`src/rtl/ws2812_pkg.sv`:
```
// ws2812_pkg: shared state type, legal pixel widths and ns-to-cycles helper
package ws2812_pkg;
  typedef enum logic [1:0] {IDLE, FILL, SEND, LATCH} state_t;
  localparam int BPP_RGB = 24;
  localparam int BPP_RGBW = 32;
  function automatic int ns_to_cycles(input int khz, input int ns);
    longint c;
    c = longint'(khz) * longint'(ns) / 1000000;
    return (c < 1) ? 1 : int'(c);
  endfunction
endpackage

```
`src/rtl/ws2812_strip_controller_if.sv`:
```
// ws2812_strip_controller_if: pixel stream valid/ready handshake
interface ws2812_strip_controller_if #(parameter int BITS_PER_PIXEL = 24);
  logic [BITS_PER_PIXEL-1:0] pixel_data;
  logic pixel_valid;
  logic pixel_ready;
  modport master (output pixel_data, pixel_valid, input pixel_ready);
  modport slave (input pixel_data, pixel_valid, output pixel_ready);
endinterface

```
`src/rtl/ws2812_bit_timer.sv`:
```
// ws2812_bit_timer: one return-to-zero bit waveform per start strobe
module ws2812_bit_timer #(
  parameter int T0H_C = 4,
  parameter int T1H_C = 8,
  parameter int BIT_C = 12
) (
  input  logic clk,
  input  logic rst,
  input  logic start,
  input  logic bit_val,
  output logic bit_end,
  output logic rz
);
  localparam int CW = $clog2(BIT_C + 1);
  logic [CW-1:0] cyc;
  logic run;
  logic bit_q;
  assign bit_end = run && cyc == CW'(BIT_C - 1);
  // cyc is the bit_cycle of the current output cycle; rz is registered against the next cycle's position
  always_ff @(posedge clk) begin
    if (rst) begin
      cyc <= '0;
      run <= 1'b0;
      bit_q <= 1'b0;
      rz <= 1'b0;
    end else if (start) begin
      cyc <= '0;
      run <= 1'b1;
      bit_q <= bit_val;
      rz <= 1'b1;
    end else if (run) begin
      cyc <= bit_end ? '0 : cyc + 1'b1;
      run <= !bit_end;
      rz <= !bit_end && (int'(cyc) + 1 < (bit_q ? T1H_C : T0H_C));
    end
  end
endmodule

```
`src/rtl/ws2812_strip_controller.sv`:
```
// ws2812_strip_controller: frame of pixels to WS2812 RZ serial line with latch and underrun abort
module ws2812_strip_controller
  import ws2812_pkg::*;
#(
  parameter int CLK_FREQ_KHZ = 10000,
  parameter int BITS_PER_PIXEL = 24,
  parameter int PIXEL_COUNT = 8,
  parameter int T0H_NS = 400,
  parameter int T1H_NS = 800,
  parameter int BIT_NS = 1250,
  parameter int LATCH_US = 50
) (
  input  logic clk,
  input  logic rst,
  input  logic frame_start,
  ws2812_strip_controller_if.slave pix,
  output logic busy,
  output logic frame_done,
  output logic underrun,
  output logic data_output
);
  localparam int T0H_C = ns_to_cycles(CLK_FREQ_KHZ, T0H_NS);
  localparam int T1H_C = ns_to_cycles(CLK_FREQ_KHZ, T1H_NS);
  localparam int BIT_C = ns_to_cycles(CLK_FREQ_KHZ, BIT_NS);
  localparam int LATCH_C = ns_to_cycles(CLK_FREQ_KHZ, LATCH_US * 1000);
  localparam int PCW = $clog2(PIXEL_COUNT + 1);
  localparam int BIW = $clog2(BITS_PER_PIXEL);
  localparam int LCW = $clog2(LATCH_C + 1);
  if (BITS_PER_PIXEL != BPP_RGB && BITS_PER_PIXEL != BPP_RGBW) begin : g_bad_bpp
    $error("BITS_PER_PIXEL must be 24 or 32");
  end
  if (PIXEL_COUNT < 1) begin : g_bad_count
    $error("PIXEL_COUNT must be at least 1");
  end
  if (T1H_C >= BIT_C) begin : g_bad_timing
    $error("T1H must be shorter than the bit period");
  end
  state_t state, state_n;
  logic [BITS_PER_PIXEL-1:0] shift_q, shift_n, hold_q, hold_n;
  logic hold_full, hold_full_n;
  logic [PCW-1:0] sent, sent_n, acc, acc_n;
  logic [BIW-1:0] bidx, bidx_n;
  logic [LCW-1:0] lcnt, lcnt_n;
  logic aborted, aborted_n;
  logic ready_q, ready_n;
  logic accept, start, bit_end, abort;
  assign accept = pix.pixel_valid && ready_q;
  assign pix.pixel_ready = ready_q;
  ws2812_bit_timer #(.T0H_C(T0H_C), .T1H_C(T1H_C), .BIT_C(BIT_C)) u_timer (
    .clk(clk),
    .rst(rst),
    .start(start),
    .bit_val(shift_n[BITS_PER_PIXEL-1]),
    .bit_end(bit_end),
    .rz(data_output)
  );
  // next-state: a pixel accepted in the end-of-pixel cycle lands in hold_n first, so it counts as present
  always_comb begin
    state_n = state;
    shift_n = shift_q;
    hold_n = hold_q;
    hold_full_n = hold_full;
    sent_n = sent;
    acc_n = (accept && acc != PCW'(PIXEL_COUNT)) ? acc + 1'b1 : acc;
    bidx_n = bidx;
    lcnt_n = lcnt;
    aborted_n = aborted;
    start = 1'b0;
    abort = 1'b0;
    case (state)
      IDLE: if (frame_start) begin
        state_n = FILL;
        sent_n = '0;
        acc_n = '0;
        hold_full_n = 1'b0;
        aborted_n = 1'b0;
      end
      FILL: if (accept) begin
        state_n = SEND;
        shift_n = pix.pixel_data;
        sent_n = sent + 1'b1;
        bidx_n = '0;
        start = 1'b1;
      end
      SEND: begin
        if (accept) begin
          hold_n = pix.pixel_data;
          hold_full_n = 1'b1;
        end
        if (bit_end) begin
          if (bidx != BIW'(BITS_PER_PIXEL - 1)) begin
            shift_n = shift_q << 1;
            bidx_n = bidx + 1'b1;
            start = 1'b1;
          end else if (sent == PCW'(PIXEL_COUNT)) begin
            state_n = LATCH;
            lcnt_n = '0;
          end else if (hold_full_n) begin
            shift_n = hold_n;
            hold_full_n = 1'b0;
            sent_n = sent + 1'b1;
            bidx_n = '0;
            start = 1'b1;
          end else begin
            state_n = LATCH;
            lcnt_n = '0;
            aborted_n = 1'b1;
            abort = 1'b1;
          end
        end
      end
      default: begin
        lcnt_n = lcnt + 1'b1;
        if (lcnt == LCW'(LATCH_C - 1)) state_n = IDLE;
      end
    endcase
    ready_n = (state_n == FILL || state_n == SEND) && !hold_full_n && acc_n < PCW'(PIXEL_COUNT);
  end
  // state, buffers, counters and registered status outputs
  always_ff @(posedge clk) begin
    if (rst) begin
      state <= IDLE;
      shift_q <= '0;
      hold_q <= '0;
      hold_full <= 1'b0;
      sent <= '0;
      acc <= '0;
      bidx <= '0;
      lcnt <= '0;
      aborted <= 1'b0;
      ready_q <= 1'b0;
      busy <= 1'b0;
      frame_done <= 1'b0;
      underrun <= 1'b0;
    end else begin
      state <= state_n;
      shift_q <= shift_n;
      hold_q <= hold_n;
      hold_full <= hold_full_n;
      sent <= sent_n;
      acc <= acc_n;
      bidx <= bidx_n;
      lcnt <= lcnt_n;
      aborted <= aborted_n;
      ready_q <= ready_n;
      busy <= state_n != IDLE;
      frame_done <= state_n == LATCH && lcnt_n == LCW'(LATCH_C - 1) && !aborted_n;
      underrun <= abort;
    end
  end
endmodule

```
`src/flat_wrapper.sv`:
```
// flat-port wrapper written by rule: the top's interface ports become plain ports
module ws2812_strip_controller_flat import ws2812_pkg::*;
#(
  parameter int CLK_FREQ_KHZ = 10000,
  parameter int BITS_PER_PIXEL = 24,
  parameter int PIXEL_COUNT = 8,
  parameter int T0H_NS = 400,
  parameter int T1H_NS = 800,
  parameter int BIT_NS = 1250,
  parameter int LATCH_US = 50
)
  (clk, rst, frame_start, busy, frame_done, underrun, data_output, pix_pixel_data, pix_pixel_valid, pix_pixel_ready);
  ws2812_strip_controller_if #(.BITS_PER_PIXEL(BITS_PER_PIXEL)) pix_i ();
  input  logic clk;
  input  logic rst;
  input  logic frame_start;
  output logic busy;
  output logic frame_done;
  output logic underrun;
  output logic data_output;
  input wire logic [$bits(pix_i.pixel_data)-1:0] pix_pixel_data;
  input wire logic [$bits(pix_i.pixel_valid)-1:0] pix_pixel_valid;
  output wire logic [$bits(pix_i.pixel_ready)-1:0] pix_pixel_ready;
  assign pix_i.pixel_data = pix_pixel_data;
  assign pix_i.pixel_valid = pix_pixel_valid;
  assign pix_pixel_ready = pix_i.pixel_ready;
  ws2812_strip_controller #(.CLK_FREQ_KHZ(CLK_FREQ_KHZ), .BITS_PER_PIXEL(BITS_PER_PIXEL), .PIXEL_COUNT(PIXEL_COUNT), .T0H_NS(T0H_NS), .T1H_NS(T1H_NS), .BIT_NS(BIT_NS), .LATCH_US(LATCH_US)) u_core (.clk(clk), .rst(rst), .frame_start(frame_start), .pix(pix_i), .busy(busy), .frame_done(frame_done), .underrun(underrun), .data_output(data_output));
endmodule
```
`config.mk`:
```
export PLATFORM = sky130hd
export DESIGN_NAME = ws2812_strip_controller_flat
export DESIGN_NICKNAME = d
export VERILOG_FILES = /design/src/rtl/ws2812_pkg.sv /design/src/rtl/ws2812_strip_controller_if.sv /design/src/rtl/ws2812_bit_timer.sv /design/src/rtl/ws2812_strip_controller.sv /design/src/flat_wrapper.sv
export SDC_FILE = /design/constraint.sdc
export NUM_CORES = 1
export LEC_CHECK = 0
export CORE_ASPECT_RATIO = 1.2
export CORE_MARGIN = 8
export CORE_UTILIZATION = 63
export CTS_CLUSTER_DIAMETER = 80
export DETAILED_ROUTE_END_ITERATION = 6
export HOLD_SLACK_MARGIN = 0.05
export PLACE_DENSITY_LB_ADDON = 0.08
export SLEW_MARGIN = 40
export SYNTH_ARGS = -nofsm -noshare
export SYNTH_HDL_FRONTEND = slang
export SYNTH_HIERARCHICAL = 1
export SYNTH_SLANG_ARGS = --single-unit
```
`constraint.sdc`:
```
create_clock -name clk -period 7.2 [get_ports clk]
set_clock_uncertainty 0.2 [all_clocks]
set_input_delay 1.8 -clock clk [delete_from_list [all_inputs] [get_ports clk]]
set_output_delay 1.8 -clock clk [all_outputs]
set_load 0.03 [all_outputs]
```
# After elaboration in Yosys (flattened, before gate mapping)
# Index checks and enable logic that the tools add are counted.
# W data, S select, Z words.
# word_totals
ff_bits	85
latch_bits	0
ram_bits	0
rom_bits	0
output_inout_bits	5
elab_cells	131
n_memories	0
# op_classes
n_addsub	6
multipliers	0
n_div	0
n_lt_le_gt_ge	2
n_eq_ne	19
n_shift	0
mux	62
bitwise_logic	2
n_reduce_logical	22
# op_table
operator	count
$mux W24	6
$pmux W24 S2	1
$mux W4	11
$mux W9	4
$mux W5	5
$mux W1	21
$eq A9 B9 Y1 const B	2
$pmux W9 S2	1
$mux W2	7
$add A4 B1 Y4 const B	3
$pmux W4 S3	1
$pmux W5 S2	1
$add A9 B1 Y9 const B	1
$eq A4 B4 Y1 const B	2
$logic_and A1 B1 Y1	8
$ne A2 B2 Y1 const B	4
$reduce_and A7 Y1	1
$eq A2 B2 Y1 const B	3
$pmux W1 S2	3
$pmux W2 S3	1
$reduce_bool A2 Y1	3
$add A4 B1 Y5 const B	1
$add A5 B1 Y5 const B	1
$lt A5 B4 Y1	1
other kinds (15)	21

# Longest topological paths before layout
# Gate-level depths: netlist of run 1.
# logic_depth
ltp_word	12
mapped_depth	12

# Cells and area by module
# Netlist of run 1, hierarchy kept.
# by_module_without_submodules
module	n_inst	cells_per_inst	area_each_um2	seq_area_each_um2
ws2812_strip_controller	1	445	4005.1	1561.5
ws2812_bit_timer	1	40	361.6	140.1

# Worst setup path before layout of run 1
# Ideal clock, no wire load.
# synth_path
path_type	input-to-reg
start	in pix_pixel_valid
end	reg u_core.frame_done
setup_time_ns	0.060
t_arrival_ns	3.152
required_ns	6.940
slack_ns	3.788
stages	9
path_cell_list	a21oi_1 o211ai_1 a21oi_1 o21ai_1 inv_1 ha_1 nand4_1 a211oi_1 o2111a_1
# synth_between
elab_chain_len	11
elab_cells_between_ends	24
cone_classes	eq/ne: 2; mux: 18; reduce/logical: 4
# synth_rtl
item	line_no	source
start: declaration	flat_wrapper.sv:22	input wire logic [$bits(pix_i.pixel_valid)-1:0] pix_pixel_valid;
$logic_and A1 B1 Y1 (*)	ws2812_strip_controller.sv:47	assign accept = pix.pixel_valid && ready_q;
$mux W1	ws2812_strip_controller.sv:86	if (accept) begin
$mux W1	ws2812_strip_controller.sv:70	case (state)
$mux W2	ws2812_strip_controller.sv:98	end else if (hold_full_n) begin
$mux W2	ws2812_strip_controller.sv:95	end else if (sent == PCW'(PIXEL_COUNT)) begin
$mux W2	ws2812_strip_controller.sv:91	if (bidx != BIW'(BITS_PER_PIXEL - 1)) begin
$mux W2	ws2812_strip_controller.sv:90	if (bit_end) begin
$pmux W2 S3 (*)	ws2812_strip_controller.sv:70	
via u_core.state_n[0]	ws2812_strip_controller.sv:38	state_t state, state_n;
$eq A2 B2 Y1 (*)	ws2812_strip_controller.sv:147	frame_done <= state_n == LATCH && lcnt_n == LCW'(LATCH_C - 1) && !aborted_n;
$logic_and A1 B1 Y1 (*) (2 in series)	ws2812_strip_controller.sv:147	
end signal: assignment	ws2812_strip_controller.sv:147	
end: declaration	ws2812_strip_controller.sv:18	output logic frame_done,
# The timed path passes the listed nets; every way through them passes the cells marked *. The select of a mux whose other input is x is not followed.
# A chain may end at the register's enable or synchronous reset.

# Final worst setup path of run 1
# layout_path
start	in pix_pixel_valid
end	reg u_core.shift_q[11]
# layout_between
elab_chain_len	7
elab_cells_between_ends	12
cone_classes	eq/ne: 2; mux: 8; reduce/logical: 2
# layout_rtl
item	line_no	source
$logic_and A1 B1 Y1 (*)	ws2812_strip_controller.sv:47	
$mux W24	ws2812_strip_controller.sv:86	
$mux W24	ws2812_strip_controller.sv:98	
$mux W24	ws2812_strip_controller.sv:95	
$mux W24	ws2812_strip_controller.sv:91	
$mux W24	ws2812_strip_controller.sv:90	
$pmux W24 S2	ws2812_strip_controller.sv:70	
end signal: assignment	ws2812_strip_controller.sv:137	shift_q <= shift_n;
end: declaration	ws2812_strip_controller.sv:39	logic [BITS_PER_PIXEL-1:0] shift_q, shift_n, hold_q, hold_n;
# Every way passes the cells marked *; elsewhere a longest branch is shown, timed or not. The select of a mux whose other input is x is not followed.

==> metrics.log, run 1 <==
INFO  metric run_status = completed
INFO  metric antenna_cells = 0
INFO  metric grt_remaining_overflow = 0
INFO  metric post_layout_nonfiller_instances = 589
INFO  metric initial_utilization = 64.5%
INFO  metric io_pins = 33
INFO  metric clkTransAtPathRegs = 0.08 ns
INFO  metric post_cts_hold_buffer_count = 0
INFO  metric worst-endpoint-required = 7.27 ns
INFO  metric comb_power_share = 11.3%
INFO  metric core_area = 0.00677 mm^2
INFO  metric cp-end-kind = register
INFO  metric min_path_type = reg -> reg
INFO  metric layout.filler_cells = 535
INFO  metric overall_die_area = 0.00986 mm^2
INFO  metric area_of_the_multi_input_gates = 0.00245 mm^2
INFO  metric antenna_found_initial = 0
INFO  metric syn-cell-area = 0.00437 mm^2
INFO  metric wl_per_cell = 16.7 um
INFO  metric crit_type = in -> reg
INFO  metric cts_post_setup_buffers_inserted = 0
INFO  metric clock_tree_from_tritoncts = yes
INFO  metric area_growth_syn_to_layout = 11.0%
INFO  metric total_clock_sinks = 85
INFO  metric switching_share = 24.5%
INFO  metric whs_path_depth = 2
INFO  metric pin_count_of_the_biggest_net_entering_global_routing = 63
INFO  metric maxCapViolations = 0
INFO  metric latest_clock_arrival_within_the_worst_skew_pair = 0.35 ns
INFO  metric edff_count_synth = 0
INFO  metric crit_path_max_fanout = 31
INFO  metric final-seq-area = 0.00170 mm^2
INFO  metric grt_usage = 20.1%
INFO  metric rsz0062_at_grt = false
INFO  metric period_minus_slack = 3.86 ns
INFO  metric final_antenna_net_count = 0
INFO  metric r2r_setup_slack = 4.36 ns
INFO  metric final_hold_viol_count = 0
INFO  metric hold_path.startpoint = u_core/hold_q[16]
INFO  metric post_dp_cell_area = 0.00462 mm^2
INFO  metric power.static_leakage = 1.69 nW
INFO  metric synth_ff_type = sky130_fd_sc_hd__dfxtp_1
INFO  metric finalWirelength = 9840 um
INFO  metric worst_setup_path_endpoint = u_core/shift_q[11]
INFO  metric worst_r2r_endpoint = u_core/shift_q[11]
INFO  metric final.setup.worst_slack = 3.34 ns
INFO  metric post_route_cells_drive_above_1_share = 7.57%
INFO  metric ys_seq_area_share = 39.0%
INFO  metric power.ir.vdd_worst = 0.182 mV
INFO  metric io_buffer_count = 32
INFO  metric syn_avg_cell_area = 9.00 um^2
INFO  metric crit_path_start_kind = primary input
INFO  metric cts_root_buf = sky130_fd_sc_hd__clkbuf_8
INFO  metric drtIter0Drc = 244
INFO  metric postSynthNetCount = 527
INFO  metric p_seq_share = 50.8%
INFO  metric drtPass1Iterations = 7
INFO  metric final_nets = 539
INFO  metric timing.setup.tns = 0 ns
INFO  metric post_dp_hpwl = 6370 um
INFO  metric final_design_area_no_fill = 0.00485 mm^2
INFO  metric dieHeight = 107 um
INFO  metric finalSetupViolCount = 0
INFO  metric place_congestion = 0.801
INFO  metric worstMarginPinSlew = 0.725 ns
INFO  metric timing.slew.headroom = 51.7%
INFO  metric max_freq = 0.259 GHz
INFO  metric first_pass_grt_wire_length = 16300 um
INFO  metric max-clock-path-buffers = 2
INFO  metric remaining_drc_errors = 0
INFO  metric finalHoldWorstSlack = 0.256 ns
INFO  metric postSynthRegisterBits = 85
INFO  metric cp_data_arrival_time = 3.93 ns
INFO  metric internal-power = 0.712 mW
INFO  metric number_of_global_route_vias_before_repair = 3602
INFO  metric rows = 33
INFO  metric switchingPower = 0.231 mW
INFO  metric die_boundary_width = 92 um
INFO  metric place_ws = 2.80 ns
INFO  metric yosysWarnings = 6
INFO  metric power_density = 195 mW/mm^2
INFO  metric asyncSetResetFlopFracSynth = 0%
INFO  metric clockPowerShare = 37.9%
INFO  metric drt-vias-per-instance = 6.33
INFO  metric num_vias = 3726
INFO  metric htree_num_levels = 3
INFO  metric post_cts_resized = 0
INFO  metric cts-buffers-inserted = 9
INFO  metric synthesis.instances = 485
INFO  metric period_share = 53.6%
INFO  metric synth_cell_type_count = 65
INFO  metric reg2reg_depth = 8
INFO  metric max_slew_violation_count = 0
INFO  metric dpl.cell_count = 572
INFO  metric worstReg2RegStart = u_core/u_timer/cyc[0]
INFO  metric critPathLaunch = pix_pixel_valid
kinds of logic (layout without fill, tap and decap cells):
kind of cell	count (synthesis)	after routing	share of synthesized area [%]
compound gates	134	134	22.5
mux	28	28	7.08
simple gates	169	169	20.2
xor+xnor	10	10	2.01
buf+inv	45	62	5.21
fa+ha+maj	14	14	4.01
flops	85	85	39.0
cell usage in the layout, fill, tap and decap left out, types with 6 or more instances in the layout:
cell type                         instances
sky130_fd_sc_hd__dfxtp_1                 85
sky130_fd_sc_hd__nand2_1                 73
sky130_fd_sc_hd__a21oi_1                 49
sky130_fd_sc_hd__clkdlybuf4s50_1         31
sky130_fd_sc_hd__mux2_1                  22
sky130_fd_sc_hd__a222oi_1                22
sky130_fd_sc_hd__o2bb2ai_1               22
sky130_fd_sc_hd__nor2_1                  16
sky130_fd_sc_hd__nand3_1                 14
sky130_fd_sc_hd__ha_1                    14
sky130_fd_sc_hd__inv_1                   11
sky130_fd_sc_hd__nor3_1                  10
sky130_fd_sc_hd__clkbuf_8                 9
sky130_fd_sc_hd__nand3b_1                 7
sky130_fd_sc_hd__nand4_1                  6
sky130_fd_sc_hd__o21ai_1                  6
sky130_fd_sc_hd__a211oi_1                 6
metrics by stage:
stage               total power, mW  util (%)
CTS                           0.952      71.3
floorplan                     0.558         -
detailed placement            0.596      68.3
finish                        0.943      71.6
global route                  0.981      71.6
global placement              0.592      68.2
state kept, by name, summed over array words and instances (netlist names):
name and count:
u_core/u_timer/bit_q 1, u_core/underrun 1, u_core/sent 4, u_core/busy 1, u_core/frame_done 1, u_core/state 2
u_core/hold_q 24, u_core/u_timer/rz 1, u_core/u_timer/run 1, u_core/hold_full 1, u_core/aborted 1, u_core/shift_q 24
u_core/acc 4, u_core/u_timer/cyc 4, u_core/bidx 5, u_core/pix.pixel_ready 1, u_core/lcnt 9
synthesized netlist by cell type (all sizes together) (5+ instances only):
master	instances	area share [%]
dfxtp	85	39
nand2	74	6.4
a21oi	50	5.8
mux2	23	5.9
a222oi	22	5.0
o2bb2ai	22	4.4
nor2	18	1.7
buf	17	2.8
clkbuf	16	1.4
ha	14	4.0
nand3	14	1.6
inv	12	1.0
nor3	11	1.5
o21ai	10	1.4
nand3b	8	1.7
nand4	8	1.4
a211oi	6	1.0
and2	6	0.92
a31oi	5	1.1
mux2i	5	1.1
or3	5	0.72
xnor2	5	1.0
xor2	5	1.0
per-layer routing:
layer / part of all wire, % / GRT usage [%] / vias to the layer above / routed length, um
li1: - / - / 1826 / -
met1: 44 / 22.8 / 1809 / 4360
met2: 50 / 34.9 / 77 / 4950
met3: 3.5 / 4.12 / 14 / 345
met4: 1.8 / 10.0 / 0 / 179
met5: 0 / 0 / - / 0
how the worst min path moves through the flow:
| stage | endpoint | slack, ns |
|---|---|---|
| global route | u_core/hold_q[20] | 0.27 |
| global placement | u_core/hold_q[21] | 0.24 |
| finish | u_core/hold_q[16] | 0.26 |
| floorplan | u_core/shift_q[0] | 0.23 |
| detailed placement | u_core/hold_q[2] | 0.25 |
| CTS | u_core/hold_q[2] | 0.26 |
power groups by stage:
stage | registers [mW] | clock network, mW | logic [mW]
2_1_floorplan | 0.492 | 0 | 0.0661
5_1_grt | 0.480 | 0.385 | 0.116
3_3_place_gp | 0.490 | 0 | 0.102
3_5_place_dp | 0.490 | 0 | 0.106
6_report | 0.479 | 0.358 | 0.106
4_1_cts | 0.479 | 0.367 | 0.106
worst max-delay path: stages:
cell                              delay [ns]
sky130_fd_sc_hd__clkdlybuf4s50_1        0.54
sky130_fd_sc_hd__and2_4                 0.46
sky130_fd_sc_hd__o21ai_4                0.15
sky130_fd_sc_hd__a31oi_4                0.40
sky130_fd_sc_hd__nand3b_4               0.32
sky130_fd_sc_hd__o2bb2ai_1              0.24
cell type report:
cell class	instances	share of cell area, %
multi-input cells	355	50.6
repair buffers	34	6.89
clock inverters	5	1.55
inverters	12	0.929
flip-flops and latches	85	35.1
clock buffers	11	2.71
well taps	87	2.25
No activity file was read; power rests on OpenSTA's default activity.
==> run 2, diff against run 1 <==
--- a/config.mk
+++ b/config.mk
@@ -7,7 +7,7 @@
 export LEC_CHECK = 0
 export CORE_ASPECT_RATIO = 1.2
 export CORE_MARGIN = 8
-export CORE_UTILIZATION = 63
+export CORE_UTILIZATION = 58
 export CTS_CLUSTER_DIAMETER = 80
 export DETAILED_ROUTE_END_ITERATION = 6
 export HOLD_SLACK_MARGIN = 0.05
==> constraint.sdc (replaced) <==
create_clock -name clk -period 3.9 [get_ports clk]
set_clock_uncertainty 0.2 [all_clocks]
set_input_delay 0.975 -clock clk [delete_from_list [all_inputs] [get_ports clk]]
set_output_delay 0.975 -clock clk [all_outputs]
set_load 0.03 [all_outputs]
==> run 2 against run 1 <==
  * Final area is essentially flat
  * Clock power grew 61%
  * Sequential power grew 85%
  * Wire length shrank 4.3%
  * Largest cell class unchanged
  * Global-route usage shrank 2.1 points
  * Via count shrank 0.46%
  * Sequential share of layout area is essentially flat
  * Worst setup slack lost 2.5 ns
  * Critical path depth grew 4
  * Combinational power grew 83%
  * Cell count grew 1.0%
  * First-iteration DRC count shrank 10%
==> metrics.log, run 2 (synthesis results as in run 1) <==
INFO  metric rsz0062_at_grt = false
INFO  metric num_vias = 3709
INFO  metric final_cell_mix = sky130_fd_sc_hd__dfxtp_1, sky130_fd_sc_hd__nand2_1, sky130_fd_sc_hd__a21oi_1, sky130_fd_sc_hd__clkdlybuf4s50_1
INFO  metric total_clock_sinks = 85
INFO  metric io_pins = 33
INFO  metric pin_count_of_the_biggest_net_entering_global_routing = 36
INFO  metric run_status = completed
INFO  metric reg2reg_depth = 12
INFO  metric finalWirelength = 9410 um
INFO  metric crit_type = in -> reg
INFO  metric layout.cells.most_common = sky130_fd_sc_hd__dfxtp_1
INFO  metric max_freq = 0.329 GHz
INFO  metric io_buffer_count = 32
INFO  metric drtIter0Drc = 219
INFO  metric switchingPower = 0.430 mW
INFO  metric cp_data_arrival_time = 3.14 ns
INFO  metric final_hold_viol_count = 0
INFO  metric max-clock-path-buffers = 2
INFO  metric final_antenna_net_count = 0
INFO  metric power.static_leakage = 1.68 nW
INFO  metric wl_per_cell = 15.8 um
INFO  metric power_density = 342 mW/mm^2
INFO  metric dieHeight = 111 um
INFO  metric post_cts_hold_buffer_count = 0
INFO  metric finalHoldWorstSlack = 0.256 ns
INFO  metric post_cts_resized = 0
INFO  metric first_pass_grt_wire_length = 15700 um
INFO  metric grt_remaining_overflow = 0
INFO  metric internal-power = 1.23 mW
INFO  metric number_of_global_route_vias_before_repair = 3535
INFO  metric biggestRegsByFlops = u_core/hold_q (24), u_core/shift_q (24), u_core/lcnt (9)
INFO  metric switching_share = 26.0%
INFO  metric worst-endpoint-required = 4.00 ns
INFO  metric worstMarginPinSlew = 0.691 ns
INFO  metric clock_tree_from_tritoncts = yes
INFO  metric final_nets = 542
INFO  metric dpl.cell_count = 579
INFO  metric layout.filler_cells = 602
INFO  metric timing.slew.headroom = 53.9%
INFO  metric antenna_cells = 0
INFO  metric crit_path_start_kind = primary input
INFO  metric min_path_type = reg -> reg
INFO  metric crit_path_max_fanout = 5
INFO  metric cts_root_buf = sky130_fd_sc_hd__clkbuf_8
INFO  metric clockPowerShare = 34.9%
INFO  metric rows = 34
INFO  metric power.ir.vdd_worst = 0.259 mV
INFO  metric antenna_found_initial = 0
INFO  metric period_minus_slack = 3.04 ns
INFO  metric grt_usage = 18.0%
INFO  metric clkTransAtPathRegs = 0.09 ns
INFO  metric whs_path_depth = 2
INFO  metric p_seq_share = 53.4%
INFO  metric post_dp_hpwl = 6430 um
INFO  metric place_congestion = 0.779
INFO  metric maxCapViolations = 0
INFO  metric comb_power_share = 11.7%
INFO  metric overall_die_area = 0.0106 mm^2
INFO  metric latest_clock_arrival_within_the_worst_skew_pair = 0.35 ns
INFO  metric cts_post_setup_buffers_inserted = 0
INFO  metric post_route_cells_drive_above_1_share = 7.72%
INFO  metric remaining_drc_errors = 0
INFO  metric period_share = 78.0%
INFO  metric htree_num_levels = 3
INFO  metric drt-vias-per-instance = 6.23
INFO  metric timing.setup.tns = 0 ns
INFO  metric initial_utilization = 60.0%
INFO  metric die_boundary_width = 95.2 um
INFO  metric cp-end-kind = register
INFO  metric cts-buffers-inserted = 9
INFO  metric max_slew_violation_count = 0
INFO  metric area_growth_syn_to_layout = 11.0%
INFO  metric drtPass1Iterations = 5
INFO  metric core_area = 0.00727 mm^2
INFO  metric finalSetupViolCount = 0
INFO  metric post_layout_nonfiller_instances = 595
run 2: cell count changes in the layout (fill, tap and decap cells not counted):
cell	change
sky130_fd_sc_hd__nand2_2	-1
sky130_fd_sc_hd__clkinvlp_4	+3
sky130_fd_sc_hd__clkbuf_8	+2
sky130_fd_sc_hd__bufinv_16	-2
sky130_fd_sc_hd__and3_2	-2
sky130_fd_sc_hd__nand2_1	+1
sky130_fd_sc_hd__and3_1	+2
sky130_fd_sc_hd__clkinv_2	-3
sky130_fd_sc_hd__buf_6	-1
sky130_fd_sc_hd__clkbuf_1	-1
sky130_fd_sc_hd__inv_6	+1
sky130_fd_sc_hd__buf_4	+4
run 2: per-layer routing:
metal	global-route usage, %	part of all wire, %	vias up
li1	-	-	1835
met1	20.9	44	1762
met2	29.7	50	94
met3	4.07	4.4	18
met4	9.19	2.2	0
met5	0	0	-
run 2: power by group through the flow:
stage | logic, mW | clock network, mW | registers (mW)
3_3_place_gp | 0.189 | 0 | 0.904
6_report | 0.194 | 0.578 | 0.884
2_1_floorplan | 0.122 | 0 | 0.909
5_1_grt | 0.212 | 0.633 | 0.886
4_1_cts | 0.195 | 0.600 | 0.884
3_5_place_dp | 0.194 | 0 | 0.905
run 2: final cells by class:
cell class,count,area [um^2],area share (%)
clock inverters,4,31.3,0.645
inverters,12,45.0,0.930
multi-input cells,355,2450,50.5
clock buffers,12,155,3.20
repair buffers,37,353,7.28
flip-flops and latches,85,1700,35.1
well taps,90,113,2.32
run 2: worst paths after layout:
kind | startpoint | endpoint | slack, ns
setup / recovery | pix_pixel_valid | u_core/frame_done | 0.86
hold / removal | u_core/hold_q[22] | u_core/hold_q[22] | 0.26
setup reg to reg | u_core/u_timer/cyc[0] | u_core/frame_done | 1.01
hold reg to reg | u_core/hold_q[22] | u_core/hold_q[22] | 0.26
run 2: metrics by stage:
stage	area, um^2	util [%]	power [mW]	worst slack (ns)
final	4850	66.6	1.66	0.858
after global routing	4850	66.6	1.73	0.689
after CTS	4850	66.6	1.68	0.900
after detailed placement	4660	64.1	1.10	0.536
after global placement	4650	63.9	1.09	0.480
after floorplan	4370	-	1.03	1.31
run 2: worst max-delay path: stages:
cell and delay, ns:
sky130_fd_sc_hd__clkdlybuf4s50_1 0.48, sky130_fd_sc_hd__a21oi_1 0.45, sky130_fd_sc_hd__o211ai_1 0.17, sky130_fd_sc_hd__a21oi_1 0.18, sky130_fd_sc_hd__o21ai_1 0.13, sky130_fd_sc_hd__inv_1 0.09, sky130_fd_sc_hd__ha_1 0.14, sky130_fd_sc_hd__nand4_1 0.08
sky130_fd_sc_hd__a211oi_1 0.23, sky130_fd_sc_hd__o2111a_1 0.20
==> run 3, diff against run 2 <==
==> constraint.sdc (replaced) <==
create_clock -name clk -period 2.8 [get_ports clk]
set_clock_uncertainty 0.2 [all_clocks]
set_input_delay 0.7 -clock clk [delete_from_list [all_inputs] [get_ports clk]]
set_output_delay 0.7 -clock clk [all_outputs]
set_load 0.03 [all_outputs]
==> run 3 against run 2 <==
  * Utilization rose by 2.5 points
  * Register-to-register slack got worse by 0.79 ns
  * Count of clock-buffer cells in the layout rose by 2
  * Clock power rose by 42%
  * Critical path depth rose by 3
  * Flip-flop and latch count did not move
  * First-iteration DRC count rose by 26%
  * Global-route usage rose by 1.3 points
  * Worst setup slack got worse by 0.64 ns
  * Final area rose by 3.8%
  * Critical path type is now reg -> reg
  * Largest power group unchanged
==> metrics.log, run 3 (synthesis results as in run 1) <==
INFO  metric die_boundary_width = 95.2 um
INFO  metric layout.cells.most_common = sky130_fd_sc_hd__dfxtp_1
INFO  metric cp_data_arrival_time = 2.69 ns
INFO  metric layout.filler_cells = 599
INFO  metric drtIter0Drc = 277
INFO  metric cts-buffers-inserted = 9
INFO  metric wl_per_cell = 16.1 um
INFO  metric clkTransAtPathRegs = 0.09 ns
INFO  metric place_congestion = 0.810
INFO  metric final_cell_mix = sky130_fd_sc_hd__dfxtp_1, sky130_fd_sc_hd__nand2_1, sky130_fd_sc_hd__a21oi_1, sky130_fd_sc_hd__clkdlybuf4s50_1
INFO  metric htree_num_levels = 3
INFO  metric io_buffer_count = 32
INFO  metric post_cts_resized = 0
INFO  metric run_status = completed
INFO  metric period_share = 92.3%
INFO  metric rsz0062_at_grt = false
INFO  metric area_of_the_multi_input_gates = 0.00244 mm^2
INFO  metric rows = 34
INFO  metric power_density = 469 mW/mm^2
INFO  metric grt_usage = 19.3%
INFO  metric power.static_leakage = 1.80 nW
INFO  metric cp-end-kind = register
INFO  metric final.setup.worst_slack = 0.216 ns
INFO  metric crit_path_largest_cell_delay = 0.40 ns
INFO  metric final_design_area_no_fill = 0.00503 mm^2
INFO  metric place_ws = -0.0627 ns
INFO  metric crit_path_start_kind = register
INFO  metric cts_post_setup_buffers_inserted = 0
INFO  metric hold_path.startpoint = u_core/hold_q[17]
INFO  metric antenna_cells = 0
INFO  metric latest_clock_arrival_within_the_worst_skew_pair = 0.36 ns
INFO  metric period_minus_slack = 2.58 ns
INFO  metric worstMarginPinSlew = 0.573 ns
INFO  metric overall_die_area = 0.0106 mm^2
INFO  metric post_dp_hpwl = 6660 um
INFO  metric total_clock_sinks = 85
INFO  metric timing.slew.headroom = 61.7%
INFO  metric final_antenna_net_count = 0
INFO  metric antenna_found_initial = 0
INFO  metric crit_top_cell = sky130_fd_sc_hd__ha_1
INFO  metric area_growth_syn_to_layout = 15.2%
INFO  metric finalWirelength = 9880 um
INFO  metric final_hold_viol_count = 0
INFO  metric drtPass1Iterations = 5
INFO  metric core_area = 0.00727 mm^2
INFO  metric timing.setup.tns = 0 ns
INFO  metric worst-endpoint-required = 2.90 ns
INFO  metric maxCapViolations = 0
INFO  metric critical_path.slowest_cell = sky130_fd_sc_hd__dfxtp_1
INFO  metric first_pass_grt_wire_length = 16700 um
INFO  metric finalSetupViolCount = 0
INFO  metric grt_remaining_overflow = 0
INFO  metric initial_utilization = 60.0%
INFO  metric cp_cell_sequence = ha_1 -> nand3b_1 -> nor2_1 -> buf_4 -> and2_1 -> o211ai_1 -> a21oi_1 -> o21ai_1 -> inv_1 -> ha_1 -> nand4_1 -> a211oi_1 -> o2111a_1
INFO  metric cts_root_buf = sky130_fd_sc_hd__clkbuf_8
INFO  metric post_route_cells_drive_above_1_share = 11.0%
INFO  metric number_of_global_route_vias_before_repair = 3661
INFO  metric crit_type = reg -> reg
INFO  metric layout.core_utilization = 69.2%
INFO  metric io_pins = 33
INFO  metric final-seq-area = 0.00170 mm^2
INFO  metric post_dp_cell_area = 0.00484 mm^2
INFO  metric critPathLaunch = u_core/u_timer/cyc[0]
INFO  metric max_freq = 0.387 GHz
INFO  metric num_vias = 3766
INFO  metric max_slew_violation_count = 0
INFO  metric biggestRegsByFlops = u_core/hold_q (24), u_core/shift_q (24), u_core/lcnt (9)
INFO  metric power.ir.vdd_worst = 0.394 mV
INFO  metric remaining_drc_errors = 0
INFO  metric final_nets = 562
INFO  metric crit_path_max_fanout = 6
INFO  metric dieHeight = 111 um
INFO  metric post_cts_hold_buffer_count = 0
INFO  metric worstReg2RegStart = u_core/u_timer/cyc[0]
INFO  metric drt-vias-per-instance = 6.12
INFO  metric max-clock-path-buffers = 2
INFO  metric clock_tree_from_tritoncts = yes
INFO  metric min_path_type = reg -> reg
INFO  metric pin_count_of_the_biggest_net_entering_global_routing = 62
[run 3: per-stage QoR]
stage                     total power [mW]  hold WS, ns  std cells
after floorplan                       1.44        0.231        485
after detailed placement              1.56        0.246        599
final                                 2.36        0.256        615
after CTS                             2.38        0.258        615
after global placement                1.56        0.238        599
after global routing                  2.46        0.275        615
[run 3: worst paths after layout]
kind	endpoint	slack (ns)	cells past startpoint
hold / removal	u_core/hold_q[17]	0.26	2
hold reg to reg	u_core/hold_q[17]	0.26	2
setup reg to reg	u_core/frame_done	0.22	13
setup / recovery	u_core/frame_done	0.22	13
[run 3: worst max-delay path: cells and delay by family, from the launching register on]
| family | cells | cell delay (ns) |
|---|---|---|
| AO/OA/AOI/OAI | 5 | 0.80 |
| AND/OR/NAND/NOR | 4 | 0.52 |
| flip-flops | 1 | 0.40 |
| adder cells (fa/ha/maj) | 2 | 0.39 |
| buffers and inverters | 2 | 0.22 |
[run 3: final cells by class]
class / instances / share of cell area [%]
Multi-Input combinational cell: 355 / 48.5
Sequential cell: 85 / 33.8
Timing Repair Buffer: 57 / 10.7
Clock buffer: 14 / 3.43
Tap cell: 90 / 2.24
Inverter: 12 / 0.895
Clock inverter: 2 / 0.323
[run 3: routing by layer]
| metal | track usage (%) | wire length (um) | part of all wire, % |
|---|---|---|---|
| met1 | 23.7 | 4480 | 45 |
| met2 | 31.5 | 4750 | 48 |
| met3 | 4.40 | 471 | 4.8 |
| met4 | 7.31 | 174 | 1.8 |
| met5 | 0 | 0 | 0 |
[run 3: report_power, final]
part | total (mW) | switching [mW] | internal [mW]
clock network | 0.823 | 0.425 | 0.398
registers | 1.23 | 0.0118 | 1.22
logic | 0.306 | 0.165 | 0.141
total | 2.36 | 0.601 | 1.76
